===== config.mk =====
export PLATFORM = sky130hd
export DESIGN_NAME = alu_seq_ctrl_flat
export DESIGN_NICKNAME = d
export VERILOG_FILES = /design/src/rtl/alu_seq_pkg.sv /design/src/rtl/alu_seq_ctrl_if.sv /design/src/rtl/alu_seq_mul_dp.sv /design/src/rtl/alu_seq_ctrl.sv /design/src/flat_wrapper.sv
export SDC_FILE = /design/constraint.sdc
export NUM_CORES = 1
export LEC_CHECK = 0
export ABC_AREA = 1
export ABC_CLOCK_PERIOD_IN_PS = 1900
export BUFFER_PORTS_ARGS = -buffer_cell sky130_fd_sc_hd__buf_4
export CAP_MARGIN = 20
export CORE_MARGIN = 3
export CORE_UTILIZATION = 25
export CTS_BUF_LIST = sky130_fd_sc_hd__clkbuf_4
export DETAILED_ROUTE_END_ITERATION = 8
export PLACE_DENSITY = 0.54
export SLEW_MARGIN = 0
export SYNTH_ARGS = -nofsm -noshare
export SYNTH_HDL_FRONTEND = slang
export SYNTH_HIERARCHICAL = 1
export SYNTH_SLANG_ARGS = --single-unit

===== constraint.sdc =====
create_clock -name clk -period 1.9 [get_ports clk]
set_clock_uncertainty 0.2 [all_clocks]
set_input_delay 0.095 -clock clk [delete_from_list [all_inputs] [get_ports clk]]
set_output_delay 0.095 -clock clk [all_outputs]
set_load 0.03 [all_outputs]

===== src/rtl/alu_seq_pkg.sv =====
// Shared funct codes, ALU operation codes and FSM state encoding for the ALU sequencer.
// The codes follow the MIPS R-type funct field, which the ALU also uses as its operation select.
package alu_seq_pkg;

  localparam logic [5:0] FUNCT_ADD   = 6'd32;
  localparam logic [5:0] FUNCT_SUB   = 6'd34;
  localparam logic [5:0] FUNCT_AND   = 6'd36;
  localparam logic [5:0] FUNCT_OR    = 6'd37;
  localparam logic [5:0] FUNCT_SLT   = 6'd42;
  localparam logic [5:0] FUNCT_MULTU = 6'd25;

  localparam logic [5:0] ALU_OP_AND = 6'd36;
  localparam logic [5:0] ALU_OP_OR  = 6'd37;
  localparam logic [5:0] ALU_OP_ADD = 6'd32;
  localparam logic [5:0] ALU_OP_SUB = 6'd34;
  localparam logic [5:0] ALU_OP_SLT = 6'd42;

  typedef enum logic [1:0] {
    ST_IDLE = 2'd0,
    ST_EXEC = 2'd1,
    ST_MUL  = 2'd2,
    ST_DONE = 2'd3
  } state_t;

  function automatic logic is_exec_funct(input logic [5:0] f);
    return (f == FUNCT_AND) || (f == FUNCT_OR) || (f == FUNCT_ADD) ||
           (f == FUNCT_SUB) || (f == FUNCT_SLT);
  endfunction

  // SUB and SLT both run as a + ~b + 1 inside the ALU.
  function automatic logic needs_invert(input logic [5:0] f);
    return (f == FUNCT_SUB) || (f == FUNCT_SLT);
  endfunction

  function automatic logic is_multu(input logic [5:0] f);
    return f == FUNCT_MULTU;
  endfunction

  function automatic logic [5:0] alu_op_of(input logic [5:0] f);
    logic [5:0] op;
    op = ALU_OP_AND;
    case (f)
      FUNCT_OR:  op = ALU_OP_OR;
      FUNCT_ADD: op = ALU_OP_ADD;
      FUNCT_SUB: op = ALU_OP_SUB;
      FUNCT_SLT: op = ALU_OP_SLT;
      default:   op = ALU_OP_AND;
    endcase
    return op;
  endfunction

endpackage


===== src/rtl/alu_seq_ctrl_if.sv =====
// Request/response and external-ALU signals of the ALU sequencer.
// slave = the sequencer, master = the requester plus ALU environment.
interface alu_seq_ctrl_if #(
  parameter int WIDTH = 32
);
  logic             in_valid;
  logic             in_ready;
  logic [5:0]       in_funct;
  logic [WIDTH-1:0] in_a;
  logic [WIDTH-1:0] in_b;

  logic [WIDTH-1:0] alu_a;
  logic [WIDTH-1:0] alu_b;
  logic [5:0]       alu_operation;
  logic             alu_bit_invert;
  logic             alu_cin;
  logic [WIDTH-1:0] alu_result;
  logic             alu_cout;

  logic             out_valid;
  logic             out_ready;
  logic [WIDTH-1:0] out_result;
  logic [WIDTH-1:0] out_hi;
  logic             out_zero;
  logic             out_err;

  modport slave (
    input  in_valid, in_funct, in_a, in_b, alu_result, alu_cout, out_ready,
    output in_ready, alu_a, alu_b, alu_operation, alu_bit_invert, alu_cin,
           out_valid, out_result, out_hi, out_zero, out_err
  );

  modport master (
    output in_valid, in_funct, in_a, in_b, alu_result, alu_cout, out_ready,
    input  in_ready, alu_a, alu_b, alu_operation, alu_bit_invert, alu_cin,
           out_valid, out_result, out_hi, out_zero, out_err
  );
endinterface


===== src/rtl/alu_seq_mul_dp.sv =====
// MULTU datapath: hi/lo/multiplicand registers and the per-iteration shift, using the
// external ALU as the adder (alu_a = hi, alu_b = multiplicand).
module alu_seq_mul_dp #(
  parameter int WIDTH = 32
) (
  input  logic             clk,
  input  logic             rst_n,
  input  logic             load_i,
  input  logic             step_i,
  input  logic [WIDTH-1:0] a_i,
  input  logic [WIDTH-1:0] b_i,
  input  logic [WIDTH-1:0] alu_result_i,
  input  logic             alu_cout_i,
  output logic [WIDTH-1:0] hi_o,
  output logic [WIDTH-1:0] mcand_o,
  output logic [WIDTH-1:0] hi_d_o,
  output logic [WIDTH-1:0] lo_d_o
);
  logic [WIDTH-1:0] hi_q, lo_q, mcand_q;
  logic [WIDTH-1:0] hi_d, lo_d;

  // lo starts as the multiplier; its LSB picks add-then-shift or plain shift.
  always_comb begin
    hi_d = hi_q;
    lo_d = lo_q;
    if (load_i) begin
      hi_d = '0;
      lo_d = a_i;
    end else if (step_i) begin
      if (lo_q[0]) begin
        hi_d = {alu_cout_i, alu_result_i[WIDTH-1:1]};
        lo_d = {alu_result_i[0], lo_q[WIDTH-1:1]};
      end else begin
        hi_d = {1'b0, hi_q[WIDTH-1:1]};
        lo_d = {hi_q[0], lo_q[WIDTH-1:1]};
      end
    end
  end

  always_ff @(posedge clk or negedge rst_n) begin
    if (!rst_n) begin
      hi_q    <= '0;
      lo_q    <= '0;
      mcand_q <= '0;
    end else begin
      hi_q <= hi_d;
      lo_q <= lo_d;
      if (load_i) mcand_q <= b_i;
    end
  end

  assign hi_o    = hi_q;
  assign mcand_o = mcand_q;
  assign hi_d_o  = hi_d;
  assign lo_d_o  = lo_d;
endmodule


===== src/rtl/alu_seq_ctrl.sv =====
// Sequences one request at a time through an external ALU; MULTU runs as WIDTH shift-add steps.
// Build option: define ALU_SEQ_CTRL_MULTU_EN to enable MULTU (funct 25); otherwise it is illegal.
module alu_seq_ctrl
  import alu_seq_pkg::*;
#(
  parameter int WIDTH = 32
) (
  input logic           clk,
  input logic           rst_n,
  alu_seq_ctrl_if.slave bus
);
  // state | meaning
  // IDLE  | waiting for a request, in_ready high
  // EXEC  | one-cycle ALU op (or illegal funct, ALU unused)
  // MUL   | one shift-add iteration per cycle
  // DONE  | result held until out_ready

  state_t           state_q;
  logic [5:0]       funct_q;
  logic [WIDTH-1:0] a_q, b_q;
  logic             in_ready_q, out_valid_q, out_zero_q, out_err_q;
  logic [WIDTH-1:0] out_result_q, out_hi_q;
  logic             accept;

  logic [WIDTH-1:0] drv_a, drv_b;
  logic [5:0]       drv_op;
  logic             drv_inv, drv_cin;

  assign accept = bus.in_valid && in_ready_q;

`ifdef ALU_SEQ_CTRL_MULTU_EN
  localparam int CNT_W = $clog2(WIDTH);
  localparam logic [CNT_W-1:0] CNT_LAST = CNT_W'(WIDTH - 1);

  logic [CNT_W-1:0] cnt_q;
  logic [WIDTH-1:0] mul_hi, mul_mcand, mul_hi_d, mul_lo_d;

  alu_seq_mul_dp #(.WIDTH(WIDTH)) u_mul_dp (
    .clk          (clk),
    .rst_n        (rst_n),
    .load_i       (accept && is_multu(bus.in_funct)),
    .step_i       (state_q == ST_MUL),
    .a_i          (bus.in_a),
    .b_i          (bus.in_b),
    .alu_result_i (bus.alu_result),
    .alu_cout_i   (bus.alu_cout),
    .hi_o         (mul_hi),
    .mcand_o      (mul_mcand),
    .hi_d_o       (mul_hi_d),
    .lo_d_o       (mul_lo_d)
  );
`else
  logic unused_cout;
  assign unused_cout = bus.alu_cout;
`endif

  // Outside EXEC/MUL the ALU sees a harmless AND of zeros.
  always_comb begin
    drv_a   = '0;
    drv_b   = '0;
    drv_op  = ALU_OP_AND;
    drv_inv = 1'b0;
    drv_cin = 1'b0;
    case (state_q)
      ST_EXEC: begin
        if (is_exec_funct(funct_q)) begin
          drv_a   = a_q;
          drv_b   = b_q;
          drv_op  = alu_op_of(funct_q);
          drv_inv = needs_invert(funct_q);
          drv_cin = needs_invert(funct_q);
        end
      end
`ifdef ALU_SEQ_CTRL_MULTU_EN
      ST_MUL: begin
        drv_a  = mul_hi;
        drv_b  = mul_mcand;
        drv_op = ALU_OP_ADD;
      end
`endif
      default: ;
    endcase
  end

  always_ff @(posedge clk or negedge rst_n) begin
    if (!rst_n) begin
      state_q      <= ST_IDLE;
      funct_q      <= '0;
      a_q          <= '0;
      b_q          <= '0;
      in_ready_q   <= 1'b0;
      out_valid_q  <= 1'b0;
      out_result_q <= '0;
      out_hi_q     <= '0;
      out_zero_q   <= 1'b0;
      out_err_q    <= 1'b0;
`ifdef ALU_SEQ_CTRL_MULTU_EN
      cnt_q        <= '0;
`endif
    end else begin
      case (state_q)
        ST_IDLE: begin
          in_ready_q <= 1'b1;
          if (accept) begin
            in_ready_q <= 1'b0;
            funct_q    <= bus.in_funct;
            a_q        <= bus.in_a;
            b_q        <= bus.in_b;
`ifdef ALU_SEQ_CTRL_MULTU_EN
            state_q    <= is_multu(bus.in_funct) ? ST_MUL : ST_EXEC;
`else
            state_q    <= ST_EXEC;
`endif
          end
        end
        ST_EXEC: begin
          state_q     <= ST_DONE;
          out_valid_q <= 1'b1;
          out_hi_q    <= '0;
          if (is_exec_funct(funct_q)) begin
            out_result_q <= bus.alu_result;
            out_zero_q   <= (bus.alu_result == '0);
            out_err_q    <= 1'b0;
          end else begin
            out_result_q <= '0;
            out_zero_q   <= 1'b1;
            out_err_q    <= 1'b1;
          end
        end
`ifdef ALU_SEQ_CTRL_MULTU_EN
        ST_MUL: begin
          cnt_q <= cnt_q + CNT_W'(1);
          if (cnt_q == CNT_LAST) begin
            cnt_q        <= '0;
            state_q      <= ST_DONE;
            out_valid_q  <= 1'b1;
            out_result_q <= mul_lo_d;
            out_hi_q     <= mul_hi_d;
            out_zero_q   <= (mul_lo_d == '0) && (mul_hi_d == '0);
            out_err_q    <= 1'b0;
          end
        end
`endif
        ST_DONE: begin
          if (bus.out_ready) begin
            state_q     <= ST_IDLE;
            out_valid_q <= 1'b0;
            in_ready_q  <= 1'b1;
          end
        end
        default: state_q <= ST_IDLE;
      endcase
    end
  end

  assign bus.in_ready       = in_ready_q;
  assign bus.out_valid      = out_valid_q;
  assign bus.out_result     = out_result_q;
  assign bus.out_hi         = out_hi_q;
  assign bus.out_zero       = out_zero_q;
  assign bus.out_err        = out_err_q;
  assign bus.alu_a          = drv_a;
  assign bus.alu_b          = drv_b;
  assign bus.alu_operation  = drv_op;
  assign bus.alu_bit_invert = drv_inv;
  assign bus.alu_cin        = drv_cin;
endmodule

===== src/flat_wrapper.sv =====
// flat-port wrapper written by rule: the top's interface ports become plain ports
module alu_seq_ctrl_flat import alu_seq_pkg::*;
#(
  parameter int WIDTH = 32
)
  (clk, rst_n, bus_in_valid, bus_in_funct, bus_in_a, bus_in_b, bus_alu_result, bus_alu_cout, bus_out_ready, bus_in_ready, bus_alu_a, bus_alu_b, bus_alu_operation, bus_alu_bit_invert, bus_alu_cin, bus_out_valid, bus_out_result, bus_out_hi, bus_out_zero, bus_out_err);
  alu_seq_ctrl_if #(.WIDTH(WIDTH)) bus_i ();
  input logic clk;
  input logic rst_n;
  input wire logic [$bits(bus_i.in_valid)-1:0] bus_in_valid;
  input wire logic [$bits(bus_i.in_funct)-1:0] bus_in_funct;
  input wire logic [$bits(bus_i.in_a)-1:0] bus_in_a;
  input wire logic [$bits(bus_i.in_b)-1:0] bus_in_b;
  input wire logic [$bits(bus_i.alu_result)-1:0] bus_alu_result;
  input wire logic [$bits(bus_i.alu_cout)-1:0] bus_alu_cout;
  input wire logic [$bits(bus_i.out_ready)-1:0] bus_out_ready;
  output wire logic [$bits(bus_i.in_ready)-1:0] bus_in_ready;
  output wire logic [$bits(bus_i.alu_a)-1:0] bus_alu_a;
  output wire logic [$bits(bus_i.alu_b)-1:0] bus_alu_b;
  output wire logic [$bits(bus_i.alu_operation)-1:0] bus_alu_operation;
  output wire logic [$bits(bus_i.alu_bit_invert)-1:0] bus_alu_bit_invert;
  output wire logic [$bits(bus_i.alu_cin)-1:0] bus_alu_cin;
  output wire logic [$bits(bus_i.out_valid)-1:0] bus_out_valid;
  output wire logic [$bits(bus_i.out_result)-1:0] bus_out_result;
  output wire logic [$bits(bus_i.out_hi)-1:0] bus_out_hi;
  output wire logic [$bits(bus_i.out_zero)-1:0] bus_out_zero;
  output wire logic [$bits(bus_i.out_err)-1:0] bus_out_err;
  assign bus_i.in_valid = bus_in_valid;
  assign bus_i.in_funct = bus_in_funct;
  assign bus_i.in_a = bus_in_a;
  assign bus_i.in_b = bus_in_b;
  assign bus_i.alu_result = bus_alu_result;
  assign bus_i.alu_cout = bus_alu_cout;
  assign bus_i.out_ready = bus_out_ready;
  assign bus_in_ready = bus_i.in_ready;
  assign bus_alu_a = bus_i.alu_a;
  assign bus_alu_b = bus_i.alu_b;
  assign bus_alu_operation = bus_i.alu_operation;
  assign bus_alu_bit_invert = bus_i.alu_bit_invert;
  assign bus_alu_cin = bus_i.alu_cin;
  assign bus_out_valid = bus_i.out_valid;
  assign bus_out_result = bus_i.out_result;
  assign bus_out_hi = bus_i.out_hi;
  assign bus_out_zero = bus_i.out_zero;
  assign bus_out_err = bus_i.out_err;
  alu_seq_ctrl #(.WIDTH(WIDTH)) u_core (.clk(clk), .rst_n(rst_n), .bus(bus_i));
endmodule

==> reports/metrics.cfg, run 1 <==
[status]
status=finished, violations left
violations=negative setup slack

[synth]
ys_warn_count=6
syn_avg_cell_area_sq_um=8.758
ys_seq_elements=108
seq_area_frac_synth_pct=50.84
synthCells=607
ys_types=24
syn_area_sq_um=5316

[sta]
fin_crit_sh_pct=114.8
drv_slew=0
finalCriticalPeriod_ps=2181
finalSetupViolCount=69
fmaxAchievable_ghz=0.4586
setup_tns_ps=-14930
hold_violations=0
rsz0062_at_grt=yes
fin_ws_ps=-280.7
hold_slack_ps=202.3

[drt]
vias_per_cell=4.054
vias=4913
drc=0
first_pass_iters=4
wl_per_cell_um=13.32
first_iter_violations=153
finalWirelength_um=16140
ant_nets=0

[floorplan]
rows=52
fp.dieArea_sq_um=23050
core_sq_um=20560
die_h_um=151.8
top_level_ports=247
start_util_pct=25.86
die-width_um=151.8

[cells_and_area]
antennaDiodeCount=0
final_common_cell=buf_4
drive_gt1_share_pct=36.52
syn_to_final_growth_pct=68.04
mostFrequentLayoutCells=197 x buf_4, 107 x dfrtp_1, 106 x dlygate4sd3_1
fin_nets=1046

[critical_path]
startpoint=u_core/funct_q[3]
start_kind=flip-flop
cp_data_required_time_ps=1600
cp_data_arrival_time_ps=1890
worstReg2RegStart=u_core/state_q[0]
worst-path-max-fanout=5
end_kind=output port
setup.worst_path.class=reg2out

[pwr]
cellPowerDensity_nw_per_um2=1237
peakVddDrop_uv=666.8
leakage_nw=4.553

[clocking]
cts_made_buffers=9
cts.clk_slew.worst_paths_ps=160
cts_max_path_buffers=2
clockRootBuffer=clkbuf_4
cts_tree=yes
clock_sinks=108
h-tree-depth=3
clk_latency_ps=440

[grt]
groute.usage.overall_pct=13.22
grt_pass1_vias=4917
grt_pass1_wl_um=25350
grt_start_max_net_pins=61
grt_overflow=0
antenna_found_initial=0

[placed_design]
gp_congestion=0.7636
place_hpwl_um=10460
numPortBuffers=211
dpl_worst_slack_ps=98.95

[hold_path]
hold_path.class=in2reg
min_from=bus_alu_result[5]

[flow_run]
drv_cap=0

-- sequential cells by signal (all words and copies together) (netlist names) --
| register | count |
|---|---|
| u_core/bus.in_ready | 1 |
| u_core/bus.out_result | 32 |
| u_core/bus.out_zero | 1 |
| u_core/funct_q | 6 |
| u_core/a_q | 32 |
| u_core/bus.out_valid | 1 |
| u_core/state_q | 2 |
| u_core/b_q | 32 |
| u_core/bus.out_err | 1 |
-- kinds of logic after synthesis --
group	after synthesis	synth area share, %
AO/OA/AOI/OAI	70	6.637
buffers and inverters	138	14.47
flip-flops	108	50.84
multiplexers	3	0.6354
other	2	0.1413
AND/OR/NAND/NOR	286	27.28
-- synthesized netlist by cell type --
library cell,count,area share (%)
a21oi_1,67,6.3
buf_12,3,1.1
buf_2,18,1.7
buf_4,43,6.1
buf_6,1,0.21
buf_8,1,0.28
clkbuf_1,2,0.14
conb_1,2,0.14
dfrtp_1,108,51
inv_1,68,4.8
inv_2,2,0.14
mux2_2,3,0.64
nand2_1,78,5.5
nand2_2,3,0.35
nand3_1,38,3.6
nand3b_1,1,0.14
nand4_1,2,0.24
nor2_1,119,8.4
nor2_2,4,0.47
nor2_4,39,8.3
nor3_2,1,0.19
nor3b_1,1,0.14
o21a_1,1,0.14
o21ai_0,2,0.19
-- routing by layer --
layer  up-vias  GRT usage (%)  routed length [um]
met5         -              0                   0
met4         0          2.997                 170
met3        13          3.470                1022
met2       180          22.84                8175
met1      2280          16.65                6776
li1       2440              -                   -
-- what timing repair did --
action,4_1_cts,5_1_grt
endpoints found under the hold margin,215,0
gates cloned,3,2
gates resized for setup,52,44
pin swaps,10,12
buffers inserted,10,8
setup endpoints to repair,70,72
hold buffers,106,0
-- final cells by class --
class                   count  area, sq um
fillers                  1963        11630
repair buffers            357         3326
flip-flops and latches    108         2704
multi-input cells         393         2171
well taps                 270        337.8
inverters                  70        267.8
clock buffers              10        75.07
clock inverters             4        52.55
-- stage by stage --
step	cells	util (%)	power, mW	instance area (sq um)
2_1_floorplan	639	-	7.252	5439
3_3_place_gp	1069	34.53	8.849	7099
3_5_place_dp	1069	34.53	8.912	7099
4_1_cts	1202	42.08	10.84	8652
5_1_grt	1212	43.45	11.84	8934
6_report	1212	43.45	11.05	8934
-- critical path, cell delays in order (launching register included) --
cell and delay, ps:
dfrtp_2 460, nor3_2 150, nand2_1 80, nand2_2 120, nand2_8 90, buf_12 150
clkbuf_16 170, nor2_4 90, buf_6 130
-- worst paths after layout --
path,cells after the start,slack [ps],endpoint
max,8,-280,bus_alu_b[5]
max in group asynchronous,4,510,u_core/funct_q[3]
min in group asynchronous,4,630,u_core/b_q[17]
min reg2reg,2,300,u_core/bus.out_result[24]
max reg2reg,8,90,u_core/a_q[8]
min,4,200,u_core/bus.out_result[5]
-- power breakdown --
group / internal (mW) / switching [mW]
logic: 2.39 / 3.80
clock network: 0.403 / 0.758
registers: 3.29 / 0.411
Note: power is estimated with default switching activity, not from simulation.
==> run 2, diff against run 1 <==
Settings changed: PLACE_DENSITY 0.54 to 0.55, SYNTH_HIERARCHICAL 1 to unset.
==> run 2 against run 1 <==
The run still ends with negative setup slack left. Synthesized cell count increased by 1.5%. Flip-flop and latch count did not move. Die area shrank 3.9%. Utilization grew 0.32 points. Critical endpoint is now bus_alu_a[0]. Wire length fell by 1.7%. Via count shrank 0.39%. Cell count about the same. Global-route usage up 0.056 points.
==> reports/metrics.cfg, run 2 <==
[synth]
synth_common_cells=156 x nand2_1, 108 x dfrtp_1, 69 x inv_1, 53 x nor2_1, 44 x o21ai_0
seq_area_frac_synth_pct=52.99
async_flop_share_pct=100.0
ys_types=20
synth_most_common_cell=nand2_1
post-synth-top-area-cell=dfrtp_1
ys_seq_elements=108
synth_edf_count=0
ys_warn_count=0
syn_area_sq_um=5100
netlist_top_cells_area=dfrtp_1 53%, nand2_1 11%, buf_4 6.3%
synth_ff_type=dfrtp_1
synthCells=616
syn_avg_cell_area_sq_um=8.279
synth_top_area_share_pct=52.99

[clocking]
clock_sinks=108
cts_tree=yes
clk_latency_ps=490
cts_max_path_buffers=2
cts.clk_slew.worst_paths_ps=190
clockRootBuffer=clkbuf_4
h-tree-depth=3
cts_made_buffers=9

[grt]
grt_overflow=0
groute.usage.overall_pct=13.28
grt_start_max_net_pins=51
antenna_found_initial=0
grt_pass1_wl_um=23540
grt_pass1_vias=4797

[drt]
vias_per_cell=4.041
finalWirelength_um=15860
first_iter_violations=215
ant_nets=0
wl_per_cell_um=13.10
drc=0
vias=4894
first_pass_iters=4

[pwr]
combPwrFrac_pct=53.3
p_seq_share_pct=35.0
p_switching_mw=4.976
swShare_pct=45.32
power.internal_mw=6.002
leakage_nw=4.285
cellPowerDensity_nw_per_um2=1268
clock_power_share_pct=11.7
peakVddDrop_uv=665.0

[hold_path]
holdPathStages=4
min_from=bus_in_b[16]
hold_path.class=in2reg

[cells_and_area]
fin_nets=1048
syn_to_final_growth_pct=69.80
final_common_cell=buf_4
final_cell_area_sq_um=8660
mostFrequentLayoutCells=187 x buf_4, 156 x nand2_1, 107 x dfrtp_1
drive_gt1_share_pct=35.62
stdcell_count=1211
antennaDiodeCount=0

[sta]
fin_crit_sh_pct=116.6
rsz0062_at_grt=yes
hold_violations=0
finalSetupViolCount=69
fmaxAchievable_ghz=0.4513
hold_slack_ps=148.8
finalCriticalPeriod_ps=2216
fin_ws_ps=-316.1
drv_slew=0

[status]
status=finished, violations left
violations=negative setup slack

[floorplan]
top_level_ports=247
core_sq_um=19780
die-width_um=148.8
die_h_um=148.8
rows=51
fp.dieArea_sq_um=22150
start_util_pct=25.78

[placed_design]
gp_congestion=0.7714
numPortBuffers=211
place_inst=1072
place_hpwl_um=9966
place_area_sq_um=6889

[critical_path]
cp_cell_sequence=nor3_2, nand2_1, nand2_4, nand2_8, buf_6, nor2_2, buf_4
setup.worst_path.class=reg2out
slowest_delay_ps=460
worst-path-max-fanout=12
worstReg2RegStart=u_core.state_q[0]
reg2reg_setup_slack_ps=150
r2r_end=u_core.a_q[24]
cp_data_arrival_time_ps=1920
crit_slowest_cell=dfrtp_1
cp_data_required_time_ps=1600
end_kind=output port
start_kind=flip-flop
ff2ff_path_depth=8
endpoint=bus_alu_a[0]
startpoint=u_core.funct_q[1]

[flow_run]
drv_cap=0

## run 2: changes by cell type after synthesis, sizes merged
cell / delta
o21ai: +67
nand2: +77
clkbuf: -2
buf: +2
inv: +3
mux2: -3
a21oi: -67
nor2: -66
nand3: -2
## run 2: worst min path at each step
stage | to | slack [ps]
2_1_floorplan | u_core.a_q[0] | -400
3_5_place_dp | u_core.a_q[25] | -130
3_3_place_gp | u_core.a_q[25] | -140
5_1_grt | u_core.funct_q[3] | 90
4_1_cts | u_core.funct_q[2] | 80
6_report | u_core.b_q[16] | 150
## run 2: layout make-up
type,instances,area (sq um)
Fill cell,1910,11120
Timing Repair Buffer,350,3234
Sequential cell,108,2704
Multi-Input combinational cell,399,1963
Tap cell,265,331.6
Inverter,73,276.5
Clock inverter,7,82.58
Clock buffer,9,67.56
## run 2: repair_timing
action	CTS	global route
pin swaps	2	4
buffers inserted	8	2
cloned	0	6
setup endpoints to repair	70	70
hold buffers	107	0
hold endpoints to repair	215	0
gates resized for setup	27	67
## run 2: worst max-delay path, delay by kind of cell, from the launching register on
family                 cells  cell delay, ps
buffers and inverters      2             370
flip-flops                 1             460
AND/OR/NAND/NOR            5             600
## run 2: metal layers
layer	track usage [%]	up-vias	part of all wire, %
met1	16.46	2272	43
met5	0	-	0
li1	-	2452	-
met2	22.48	153	49
met4	4.394	0	1.7
met3	3.616	17	6.3
## run 2: power groups by stage
stage          Clock (mW)  Combinational (mW)  Sequential [mW]
6_report             1.28                5.85             3.84
5_1_grt              1.45                6.43             3.98
4_1_cts              1.38                5.43             3.82
3_5_place_dp            0                5.03             3.87
3_3_place_gp            0                5.00             3.86
2_1_floorplan           0                2.64             4.53
## run 2: kinds of logic (layout without fill, tap and decap cells)
family                 Yosys count  after routing  synth area share [%]
buffers and inverters          141            439                 14.77
AOI/OAI and AO/OA               70             70                 6.919
DFF                            108            108                 52.99
other                            2             34                0.1473
and+or+nand+nor                295            295                 25.17
## run 2: metrics by stage
stage	util [%]	setup WS (ps)	power, mW	setup TNS, ps
2_1_floorplan	-	53.70	7.173	0
4_1_cts	41.84	-339.6	10.62	-20170
3_3_place_gp	34.83	221.9	8.861	0
5_1_grt	43.78	-520.4	11.86	-33020
3_5_place_dp	34.83	196.9	8.904	0
6_report	43.78	-316.1	10.98	-18890
